[config.mk]
export PLATFORM = sky130hd
export DESIGN_NAME = ops_arbiter
export DESIGN_NICKNAME = d
export VERILOG_FILES = /design/src/rtl/ops_arbiter.sv
export SDC_FILE = /design/constraint.sdc
export NUM_CORES = 1
export LEC_CHECK = 0
export ABC_AREA = 1
export CAP_MARGIN = 0
export CORE_MARGIN = 4
export CORE_UTILIZATION = 35
export CTS_CLUSTER_DIAMETER = 60
export DETAILED_ROUTE_END_ITERATION = 7
export HOLD_SLACK_MARGIN = 0.12
export PLACE_DENSITY = 0.71
export SLEW_MARGIN = 10
export SYNTH_ARGS = -nofsm -noshare
export SYNTH_HDL_FRONTEND = slang
export SYNTH_SLANG_ARGS = --single-unit
[constraint.sdc]
create_clock -name clk -period 2 [get_ports clk]
set_input_delay 0.6 -clock clk [delete_from_list [all_inputs] [get_ports clk]]
set_output_delay 0.6 -clock clk [all_outputs]
set_load 0.05 [all_outputs]
[src/rtl/ops_arbiter.sv]
// ============================================================================
// Module      : ops_arbiter
// Description : Two-requester round-robin controller for a shared
//               combinational operations unit. It grants one operand pair at
//               a time, drives the unit's A/B inputs, waits SETTLE cycles,
//               captures C and returns it with the requester ID over a
//               valid/ready response channel.
//               Optional macro OPS_ARB_STATS_EN adds a saturating 16-bit
//               completed-transaction counter on port ops_count.
// Revision    : 1.0 - initial release
// ============================================================================
`default_nettype none

module ops_arbiter #(
    parameter int WIDTH  = 12,
    parameter int SETTLE = 2     // legal range 1..15
) (
    input  logic             clk,
    input  logic             rst_n,
    input  logic             r0_valid,
    input  logic [WIDTH-1:0] r0_a,
    input  logic [WIDTH-1:0] r0_b,
    output logic             r0_ready,
    input  logic             r1_valid,
    input  logic [WIDTH-1:0] r1_a,
    input  logic [WIDTH-1:0] r1_b,
    output logic             r1_ready,
    output logic [WIDTH-1:0] op_a,
    output logic [WIDTH-1:0] op_b,
    input  logic [WIDTH-1:0] op_c,
    output logic             resp_valid,
    input  logic             resp_ready,
    output logic [WIDTH-1:0] resp_data,
    output logic             resp_id
`ifdef OPS_ARB_STATS_EN
    ,
    output logic [15:0]      ops_count
`endif
);

    // The settle counter is loaded with SETTLE-1 so capture lands SETTLE
    // edges after the accept edge.
    localparam logic [3:0] c_settle_init = 4'(SETTLE - 1);

    typedef enum logic [1:0] {
        S_IDLE   = 2'd0,
        S_SETTLE = 2'd1,
        S_RESP   = 2'd2
    } state_t;

    state_t     r_state;
    logic       r_rr;       // round-robin pointer: requester favoured on a tie
    logic [3:0] r_cnt;

    logic       w_any;
    logic       w_grant;    // index of the requester that would be granted
    logic       w_accept;

    // Grant selection: a lone valid wins, a tie goes to the rr pointer.
    // rst_n gates acceptance so both readys read low while reset is asserted.
    always_comb begin
        w_any    = r0_valid | r1_valid;
        w_grant  = (r0_valid & r1_valid) ? r_rr : r1_valid;
        w_accept = (r_state == S_IDLE) & w_any & rst_n;
    end

    assign r0_ready = w_accept & ~w_grant;
    assign r1_ready = w_accept &  w_grant;

    // Transaction FSM: accept -> settle -> hold response until taken.
    always_ff @(posedge clk or negedge rst_n) begin
        if (!rst_n) begin
            r_state    <= S_IDLE;
            r_rr       <= 1'b0;
            r_cnt      <= 4'd0;
            op_a       <= '0;
            op_b       <= '0;
            resp_valid <= 1'b0;
            resp_data  <= '0;
            resp_id    <= 1'b0;
        end else begin
            case (r_state)
                S_IDLE: begin
                    if (w_accept) begin
                        op_a    <= w_grant ? r1_a : r0_a;
                        op_b    <= w_grant ? r1_b : r0_b;
                        resp_id <= w_grant;
                        r_rr    <= ~w_grant;
                        r_cnt   <= c_settle_init;
                        r_state <= S_SETTLE;
                    end
                end
                S_SETTLE: begin
                    if (r_cnt == 4'd0) begin
                        resp_data  <= op_c;
                        resp_valid <= 1'b1;
                        r_state    <= S_RESP;
                    end else begin
                        r_cnt <= r_cnt - 4'd1;
                    end
                end
                S_RESP: begin
                    if (resp_ready) begin
                        resp_valid <= 1'b0;
                        r_state    <= S_IDLE;
                    end
                end
                default: begin
                    r_state <= S_IDLE;
                end
            endcase
        end
    end

`ifdef OPS_ARB_STATS_EN
    // Completed-transaction counter, saturating at all-ones.
    always_ff @(posedge clk or negedge rst_n) begin
        if (!rst_n) begin
            ops_count <= 16'd0;
        end else if ((r_state == S_RESP) && resp_ready && (ops_count != 16'hFFFF)) begin
            ops_count <= ops_count + 16'd1;
        end
    end
`endif

endmodule

`default_nettype wire

Yosys cells after proc, flatten, opt, wreduce, memory -nomap -nowiden
Cells that the tools add are included.
Operators by class
  add/subtract/negate cells: 1
  equality and inequality tests: 6
  multiplexer cells: 13
  bitwise logic cells: 7
  reductions and logical operators: 9
Operators by type and width (count)
  two-way mux 12 bit: 2
  AND reduction 3 bit: 3
  two-way mux 4 bit: 2
  inequality test 2 bit, second input constant: 4
  one-hot mux 4 bit (2 select lines): 1
  two-way mux 2 bit: 3
  one-hot mux 2 bit (3 select lines): 1
  AND 1 bit: 5
  logical NOT 4 bit: 1
  AND reduction 2 bit: 2
  nonzero test 2 bit: 2
  subtractor 4 x 1 -> 4 bit, second input constant: 1
  two-way mux 1 bit: 3
  equality test 2 x 1 -> 1 bit, second input constant: 1
  equality test 2 bit, second input constant: 1
  logical NOT 2 bit: 1
  one-hot mux 1 bit (2 select lines): 1
  inverter 1 bit: 1
  OR 1 bit: 1
Word-level totals
  register bits after elaboration: 45
  bits of input ports: 65
  output and inout bits: 40

Depth between registers and ports, before layout
  depth after elaboration: 5
  mapped depth: 8

Least setup slack after synthesis
No wires, ideal clock.
  path type: input-to-output
  from: input port r0_valid
  to: output port r0_ready
  data arrival time: 1.761 ns
  data required time: 1.400 ns
  path slack: -0.361 ns
  cell stages on the path: 5
  cells stage by stage: inv_1 > o21ai_4 > inv_2 > buf_6 > nor2_1
On the way
  cells in the longest elaborated chain, start to end: 4
Ends and longest elaborated chain
  from (decl): line 20  | input logic r0_valid,
  OR 1 bit / AND 1 bit (equally long branches): line 62, 63
  AND 1 bit / two-way mux 1 bit (equally long branches): line 64, 63
  AND 1 bit / inverter 1 bit (equally long branches): line 64, 67
  AND 1 bit (*): line 67  | assign r0_ready = w_accept & ~w_grant;
  to (decl): line 23  | output logic r0_ready,
Mark *: on every way between the ends. The rest lies on a longest branch, timed or not.

Worst setup path after layout
  from: input port r1_valid
  to: output port r1_ready
On the way
  cells in the longest elaborated chain, start to end: 4
Ends and longest elaborated chain
  from (decl): line 24  | input logic r1_valid,
  OR 1 bit: line 62  | w_any = r0_valid | r1_valid;
  AND 1 bit (2 in a row): line 64  | w_accept = (r_state == S_IDLE) & w_any & rst_n;
  AND 1 bit (*): line 68  | assign r1_ready = w_accept & w_grant;
  to (decl): line 27  | output logic r1_ready,
Marked as above.

==> impl_results.md <==
- Placer Congestion: ~0.82
- Routed length per instance: 11.8 um
- MaxCap Viol Count: 0
- Final Power: 5.31 mW
- Hold crit path type: input pin to async pin
- Power Dens Cells: ~1600 mW/mm2
- Synth Area in Adders: between 1 and 1.5%
- Setup TNS: 0 ns
- Synth-to-layout area growth: 54.7%
- Grt ovf: 0
- Post-synthesis mux area share: 0%
- Core area: 0.00596 mm2
- DR iter-0 viols: 31
- Antenna violations before repair: 0
- Hold buffers post-CTS: 0
- Simple-gate share of the synthesized area: between 30% and 40%
- DR vias/cell: between 4 and 5
- Diodes inserted: 0
- Peak VDD IR: approximately 0.00098 V
- Flop2flop setup slack: approximately 0.41 ns
- RSZ-0062 raised after global routing: false
- Worst setup margin: about 0.038 ns
- Final Max Slew Viols: 0
- Clock Skew: a little over 0.004 ns
- Dpl cell area: approximately 0.0032 mm2
- Post-route minimum period: a little under 2 ns
- Smallest hold slack: between 0.4 and 0.5 ns
- CTS H-tree depth: 2
- Commonest cells after routing, fill and taps aside: nand2_1, clkdlybuf4s50_1, buf_4
- Synth cell types: 19
- CP startpoint kind: input pin
- Worst Max-Slew Pin Slew: around 0.55 ns
- Critical path type: input pin to output pin
- Total track usage: between 10% and 20%
- Final setup violation count: 0
- Clk_lat worst skew: slightly below 0.3 ns
- Fill cell count: approximately 570
- Design area: between 0.003 and 0.004 mm2
- Switching share of power: between 50% and 60%
- Avg Cell Area, Syn: 7.60 um2
- Crit share post-route: 98.1%
- Cell Area, Synth: approximately 0.0022 mm2
- R2R depth: 7
- Slew Limit Headroom: 63.2%
- Seq/Total Area, Yosys: 52.0%
- WP data required: about 1.4 ns
- Layout cells sized above 1: 18.1%
- DRC viols: 0
- Root Buffer: clkbuf_8
- Synth Area in Compound Gates: 4.56%
- Xor-xnor portion of the synthesized cell area: 0.404%
- # IOs: around 110
- LEAKAGE: ~1.8 nW
- Clock share of power: between 10% and 20%
- Hpwl dp: between 4000 and 5000 um
- First-pass GRT wire length: between 9000 and 10,000 um
- Cell Int Power: about 2.6 mW
- DR vias: roughly 2,100
- Vias in the first global route: 2,089
- Die area: roughly 0.0075 mm2
- Ys Warns: 0
- Total CTS buffers: 5
- Largest net degree at the start of global routing: 46
- Starting Density: a little over a third
- Final Hold Fails: 0
- Syn nets: 352
- Reg2reg end: op_a[3]$_DFFE_PN0P_
- Max clock buf depth: 2
- Crit end category: output pin
- Post-synthesis instance total: between 200 and 300
- Site Rows: 28
- Largest family of logic cells by synthesized area: simple AND/OR/NAND/NOR gates
- Final net count: approximately 460
- Logic pwr share: 58.8%
- TritonCTS clock tree: done
- Routed Wire Length: around 5600 um
- Post-route ant nets: 0
- Clk pin slew, worst setup/hold paths: 0.08 ns
- Initial DRT Pass Iterations: 4
- Most common cell after layout, fill and taps aside: nand2_1
- Die width: 86.7 um
- Die Height: 86.7 um
- Outcome: completed
- Achievable Freq: between 500 and 600 MHz
- CP Max Fanout: 3
- RR Startpoint: r_state[1]$_DFFE_PN0P_
- #FFs+latches synth: 45
- Reg power frac: a little under 30%
- Sink Count: between 40 and 50
- Critical path arrival: between 1 and 1.5 ns
- Dpl ws: -0.284 ns
- Sw power: approximately 2.7 mW
- Number of I/O port buffers: between 100 and 150
worst max-delay path by stage:
stage	start	end	slack, ns	cells past startpoint
after floorplan	r0_valid	r0_ready	0.02	5
after global placement	r0_valid	r0_ready	-0.29	6
after detailed placement	r0_valid	r0_ready	-0.28	6
after CTS	r0_valid	r0_ready	0.02	6
after global routing	r1_valid	r1_ready	0.002	6
final	r1_valid	r1_ready	0.04	6
cell families (layout without fill, tap and decap cells):
family	Yosys count	count (layout)
XOR/XNOR	1	1
buffers and inverters	33	146
AND/OR/NAND/NOR	187	187
AO/OA/AOI/OAI	17	17
flip-flops	45	45
adder cells (fa/ha/maj)	2	2
cell usage after synthesis:
cell type    n  share of area (%)
nand2_1    168                 29
nor2_1      11                1.9
inv_2        3               0.52
buf_6        4                2.1
ha_1         2                1.2
o31ai_1      1               0.35
inv_1       19                3.3
o21ai_1      1               0.23
buf_2        5                1.2
nand3_2      1               0.46
nand4_1      1               0.29
dfrtp_1     45                 52
nor2_4       1               0.52
o21ai_4      1               0.75
nand3_1      4               0.92
xnor2_1      1               0.40
o21ai_0     14                3.2
nand4_4      1               0.98
buf_4        2               0.69
stage by stage:
step / utilization [%] / std cells
6_report: 56.3 / 473
5_1_grt: 56.3 / 473
4_1_cts: 56.3 / 473
3_5_place_dp: 53.9 / 461
3_3_place_gp: 53.9 / 461
2_1_floorplan: - / 285
sequential cells by signal, summed over array words and instances, names as in the netlist:
register,count
op_a,12
r_cnt,4
resp_data,12
resp_valid,1
resp_id,1
r_state,2
op_b,12
r_rr,1
per-layer routing:
layer	up-vias	global-route usage, %	routed length [um]
li1	1075	-	-
met1	898	19.3	2450
met2	89	25.1	2440
met3	10	5.51	570
met4	0	4.96	110
met5	-	0	0
critical path, stage by stage:
cell and delay, ns:
clkdlybuf4s15_1 0.21, buf_6 0.11, o21ai_4 0.06, buf_6 0.12, nor2_4 0.12, buf_12 0.14
power by group through the flow:
stage	sequential, mW	clock, mW	combinational (mW)
6_report	1.59	0.602	3.13
5_1_grt	1.65	0.668	3.38
4_1_cts	1.59	0.633	3.17
3_5_place_dp	1.59	0	3.14
3_3_place_gp	1.59	0	3.09
2_1_floorplan	2.81	0	0.935
what timing repair did:
| item | in CTS | in global routing |
|---|---|---|
| pin swaps | 3 | 2 |
| gates cloned | 0 | 0 |
| resized for setup | 6 | 2 |
| setup endpoints to repair | 2 | 2 |
| setup buffers | 4 | 0 |
area by class of cell:
cell class                      instances  area, um2  share of cell area [%]
Clock buffer                            7       96.3                    2.87
Clock inverter                          1       5.00                   0.149
Inverter                               22       82.6                    2.46
Multi-Input combinational cell        207        891                    26.6
Sequential cell                        45       1130                    33.6
Tap cell                               75       93.8                    2.80
Timing Repair Buffer                  116       1060                    31.6
Note: power is estimated with default switching activity, not from simulation.
